===== config.mk =====
export PLATFORM = sky130hd
export DESIGN_NAME = seq_divider_ctrl_flat
export DESIGN_NICKNAME = d
export VERILOG_FILES = /design/src/rtl/seq_divider_ctrl_if.sv /design/src/rtl/seq_divider_ctrl.sv /design/src/flat_wrapper.sv
export SDC_FILE = /design/constraint.sdc
export NUM_CORES = 1
export LEC_CHECK = 0
export ABC_AREA = 1
export CORE_ASPECT_RATIO = 0.9
export CORE_MARGIN = 5
export CORE_UTILIZATION = 35
export CTS_BUF_LIST = sky130_fd_sc_hd__clkbuf_8
export DETAILED_ROUTE_END_ITERATION = 7
export HOLD_SLACK_MARGIN = 0.08
export PLACE_DENSITY = 0.67
export SLEW_MARGIN = 25
export SYNTH_ARGS = -nofsm -noshare
export SYNTH_HDL_FRONTEND = slang
export SYNTH_SLANG_ARGS = --single-unit

===== constraint.sdc =====
create_clock -name Clk -period 3.17 [get_ports Clk]
set_clock_uncertainty 0.15 [all_clocks]
set_input_delay 0.4755 -clock Clk [delete_from_list [all_inputs] [get_ports Clk]]
set_output_delay 0.4755 -clock Clk [all_outputs]
set_load 0.05 [all_outputs]

===== src/rtl/seq_divider_ctrl_if.sv =====
// Start/done handshake and operand/result bus shared by the CPU sequencer
// and the sequential divider.
interface seq_divider_ctrl_if #(parameter int N = 8);
  logic         St;
  logic [N-1:0] Dividend;
  logic [N-1:0] Divisor;
  logic [N-1:0] Quotient;
  logic [N-1:0] Remainder;
  logic         Idle;
  logic         Done;
  logic         DivZero;

  modport master (output St, Dividend, Divisor,
                  input  Quotient, Remainder, Idle, Done, DivZero);
  modport slave  (input  St, Dividend, Divisor,
                  output Quotient, Remainder, Idle, Done, DivZero);
endinterface


===== src/rtl/seq_divider_ctrl.sv =====
// Sequential unsigned restoring divider: one quotient bit per shift/subtract
// cycle pair, St/Idle/Done handshake matching the shift-add multiplier.
module seq_divider_ctrl #(
  parameter int N = 8
) (
  input  logic              Clk,
  input  logic              reset,
  seq_divider_ctrl_if.slave bus
);
  localparam int CW = $clog2(N + 1);
  localparam logic [CW-1:0] LAST = CW'(N - 1);

  localparam logic [1:0] IDLE  = 2'd0;
  localparam logic [1:0] SHIFT = 2'd1;
  localparam logic [1:0] SUB   = 2'd2;
  localparam logic [1:0] DONE  = 2'd3;

  logic [1:0]    state;
  logic [N:0]    a;
  logic [N-1:0]  q;
  logic [N-1:0]  b;
  logic [CW-1:0] cnt;
  logic [N-1:0]  quotient;
  logic [N-1:0]  remainder;
  logic          div_zero;

  logic [N:0]    diff;
  logic [N:0]    a_nxt;
  logic [N-1:0]  q_nxt;

  // Trial subtraction; a set MSB means the divisor did not fit, so restore.
  always_comb begin
    diff  = a - {1'b0, b};
    a_nxt = a;
    q_nxt = q;
    if (!diff[N]) begin
      a_nxt = diff;
      q_nxt = {q[N-1:1], 1'b1};
    end
  end

  always_ff @(posedge Clk or posedge reset) begin
    if (reset) begin
      state     <= IDLE;
      a         <= '0;
      q         <= '0;
      b         <= '0;
      cnt       <= '0;
      quotient  <= '0;
      remainder <= '0;
      div_zero  <= 1'b0;
    end else begin
      case (state)
        IDLE: begin
          if (bus.St) begin
            if (bus.Divisor != '0) begin
              a        <= '0;
              q        <= bus.Dividend;
              b        <= bus.Divisor;
              cnt      <= '0;
              div_zero <= 1'b0;
              state    <= SHIFT;
            end else begin
              quotient  <= '1;
              remainder <= bus.Dividend;
              div_zero  <= 1'b1;
              state     <= DONE;
            end
          end
        end
        SHIFT: begin
          {a, q} <= {a[N-1:0], q, 1'b0};
          state  <= SUB;
        end
        SUB: begin
          a   <= a_nxt;
          q   <= q_nxt;
          cnt <= cnt + CW'(1);
          // Results publish on the last subtract so they stay stable in flight.
          if (cnt == LAST) begin
            quotient  <= q_nxt;
            remainder <= a_nxt[N-1:0];
            state     <= DONE;
          end else begin
            state <= SHIFT;
          end
        end
        DONE:    state <= IDLE;
        default: state <= IDLE;
      endcase
    end
  end

  assign bus.Idle      = (state == IDLE);
  assign bus.Done      = (state == DONE);
  assign bus.Quotient  = quotient;
  assign bus.Remainder = remainder;
  assign bus.DivZero   = div_zero;
endmodule


===== src/flat_wrapper.sv =====
// flat-port wrapper written by rule: the top's interface ports become plain ports
module seq_divider_ctrl_flat 
#(
  parameter int N = 8
)
  (Clk, reset, bus_St, bus_Dividend, bus_Divisor, bus_Quotient, bus_Remainder, bus_Idle, bus_Done, bus_DivZero);
  seq_divider_ctrl_if #(.N(N)) bus_i ();
  input  logic Clk;
  input  logic reset;
  input wire logic [$bits(bus_i.St)-1:0] bus_St;
  input wire logic [$bits(bus_i.Dividend)-1:0] bus_Dividend;
  input wire logic [$bits(bus_i.Divisor)-1:0] bus_Divisor;
  output wire logic [$bits(bus_i.Quotient)-1:0] bus_Quotient;
  output wire logic [$bits(bus_i.Remainder)-1:0] bus_Remainder;
  output wire logic [$bits(bus_i.Idle)-1:0] bus_Idle;
  output wire logic [$bits(bus_i.Done)-1:0] bus_Done;
  output wire logic [$bits(bus_i.DivZero)-1:0] bus_DivZero;
  assign bus_i.St = bus_St;
  assign bus_i.Dividend = bus_Dividend;
  assign bus_i.Divisor = bus_Divisor;
  assign bus_Quotient = bus_i.Quotient;
  assign bus_Remainder = bus_i.Remainder;
  assign bus_Idle = bus_i.Idle;
  assign bus_Done = bus_i.Done;
  assign bus_DivZero = bus_i.DivZero;
  seq_divider_ctrl #(.N(N)) u_core (.Clk(Clk), .reset(reset), .bus(bus_i));
endmodule

==> out/results.txt <==
CP Depth -> 3
Fin util -> 42.56%
FMAX -> 373.0 MHz
Starting DRT DRC Count -> 147
Top Ports -> 38
Top-area cell type share of the netlist area -> 41.83%
Placed instance area -> 3339 um2
Clk buf depth -> 2
Area Growth Syn to Fin -> 19.00%
Post-CTS sizing -> 0
H-tree depth -> 2
VDD IR max -> 734.1 uV
CP cell instances -> inv_1 > ha_1 > clkdlybuf4s50_1
Fin. Hold Viols -> 0
Routed WL -> 6.547 mm
Total die area -> 10120 um2
CP bufs+invs -> 2
Vias per Instance -> 4.750
R2R setup slack -> 0.84 ns
Max FO, Critical Path -> 9
Worst r2r path cells -> 14
Share of cells above drive strength 1 -> 8.894%
Port bufs -> 37
Top_reg_cell synth -> dfrtp_1
CP Capture Type -> output pin
# rows -> 31
Clk root buf -> clkbuf_8
Relative slew slack -> 63.13%
Endpoints failing setup -> 0
Worst r2r src -> u_core.a[0]
Later-pin clock latency in the skew report -> 0.29 ns
EDFF count, synth -> 0
Mapped Area -> 2872 um2
TritonCTS clock tree -> built
Clock-pin transition on the worst setup and hold timing paths -> 0.08 ns
Startpoint types -> register
Initial DRT Pass Iterations -> 5
Remaining antenna violation count -> 0
Syn_nets -> 409
Synth top area cells -> dfrtp_1 42%, nand2_1 14%, inv_1 6.0%, ha_1 5.7%, a21oi_1 4.9%
Core area -> 8029 um2
Number of global-route vias before repair -> 2494
Nets -> 449
Vias -> 2446
PwrDens -> 1090 nW/um2
HP Class -> input port to async pin
Postcts setup bufs -> 0
Design Area, Final -> 3417 um2
Total grt overflow -> 0
Maxcap violations -> 0
Status -> complete, no violations
Largest net degree at the start of global routing -> 25
Die Ht -> 95.93 um
DP HPWL -> 5.205 mm
Syn. warnings -> 0
Largest delay share family, worst path -> buffers and inverters
Initial antenna violation count -> 0
Inserted Diodes -> 0
Worst-margin pin slew -> 0.5531 ns
Pre-CTS setup slack -> 0.8324 ns
Critical-path top delay cell -> clkdlybuf4s50_1
Yosys reg bits -> 48
Worst Path Arrival -> 2.06 ns
Minimum clock period -> 2.681 ns
First-pass GRT wire length -> 11.61 mm
Pleak -> 1.677 nW
Synth cell count leaders -> 109 x nand2_1, 48 x dfrtp_1, 46 x inv_1
Cts hold-fix bufs -> 0
Die width -> 105.5 um
Largest area contributor in the netlist -> dfrtp_1
Wire length per cell -> 12.71 um
Post-route setup TNS -> 0 ns
GRT Overall Usage -> 14.01%
Max Slew Vio Count -> 0
Initial Utilization -> 35.76%
Sink Count -> 48
Crit path largest cell delay -> 0.88 ns
Worst path required time -> 2.54 ns
Period utilization -> 84.58%
Final setup margin -> 0.4887 ns
Ys async rst share -> 100.0%
Post-synth cell types -> 34
Crit path kind -> register to output pin
Synth Area per Inst -> 7.637 um2
DRC -> 0
Most instantiated library cell after synthesis -> nand2_1
Terminus of the critical flop-to-flop path -> u_core.a[7]
Total CTS buffers -> 5
Synth Instances -> 376
RSZ-0062 raised after global routing -> no
Post-synthesis sequential area ratio -> 41.83%
RePlAce Congestion -> 0.8472
-- how the worst max path moves through the flow --
stage,endpoint,from
2_1_floorplan,u_core.q[1],u_core.state[0]
3_5_place_dp,bus_Idle,u_core.state[0]
3_3_place_gp,bus_Idle,u_core.state[0]
6_report,bus_Idle,u_core.state[0]
4_1_cts,bus_Idle,u_core.state[0]
5_1_grt,bus_Idle,u_core.state[0]
-- per-stage QoR --
stage               power [mW]  instances  hold slack [ns]
finish                   3.726        515           0.2464
global route             4.090        515           0.2511
CTS                      3.741        515           0.2438
detailed placement       3.387        508           0.3607
global placement         3.369        508           0.3447
floorplan                2.824        376           0.3053
-- sequential cells by signal, indices dropped and copies added, names as in the netlist --
| signal | cells |
|---|---|
| u_core.state | 2 |
| u_core.q | 8 |
| u_core.bus.Quotient | 8 |
| u_core.a | 9 |
| u_core.bus.DivZero | 1 |
| u_core.b | 8 |
| u_core.cnt | 4 |
| u_core.bus.Remainder | 8 |
-- cells in the final DEF, fill, tap and decap left out, types with 2 or more instances in the layout --
cell,Yosys,final
nand3b_1,7,7
a21oi_2,8,8
inv_4,2,2
nand3_1,24,24
ha_1,13,13
nand2_4,4,4
o21ai_0,19,19
o21ai_1,2,2
nand2_1,109,109
inv_1,46,46
buf_4,1,2
clkbuf_8,0,5
clkdlybuf4s50_1,0,37
o21ai_2,2,2
a22oi_1,2,2
nor2_1,36,36
nor2_2,5,5
a21oi_1,28,28
nand3_2,2,2
dfrtp_1,48,48
inv_2,1,2
-- worst register-to-register path, cell delays in order, from the launching register on --
cell and delay (ns):
dfrtp_1 0.41, inv_1 0.09, ha_1 0.14, inv_1 0.07, fa_1 0.40, nand2_1 0.09
nand2_2 0.08, nand3_2 0.10, nand3_2 0.21, nand2_4 0.17, nand2_1 0.06, nand3_1 0.09
nand2_1 0.06, nand2_1 0.05, nand2_1 0.05
-- area by class of cell --
type | count | area (um2)
Multi-Input combinational cell | 272 | 1436
Timing Repair Buffer | 39 | 385.4
Clock inverter | 2 | 8.758
Fill cell | 832 | 4612
Clock buffer | 5 | 68.82
Inverter | 50 | 192.7
Sequential cell | 48 | 1201
Tap cell | 99 | 123.9
-- per-layer routing --
layer	up-vias	share of wire, %	GRT usage, %
met4	0	0.67	2.842
li1	1271	-	-
met5	-	0	0
met2	37	44	22.72
met1	1134	51	19.83
met3	4	3.6	2.347
-- cells by family (layout without fill, tap and decap cells) --
group / Yosys count / after routing / synth area share (%)
compound gates: 62 / 62 / 12.33
xor+xnor: 2 / 2 / 0.6101
flops: 48 / 48 / 41.83
buf+inv: 56 / 96 / 8.148
fa+ha+maj: 14 / 14 / 6.362
mux: 1 / 1 / 0.3486
simple gates: 193 / 193 / 30.37
-- power by group --
| group | total [mW] | internal, mW | switching, mW |
|---|---|---|---|
| Clock | 0.340 | 0.147 | 0.193 |
| Sequential | 0.980 | 0.857 | 0.122 |
| Combinational | 2.41 | 0.768 | 1.64 |
Note: power is estimated with default switching activity, not from simulation.
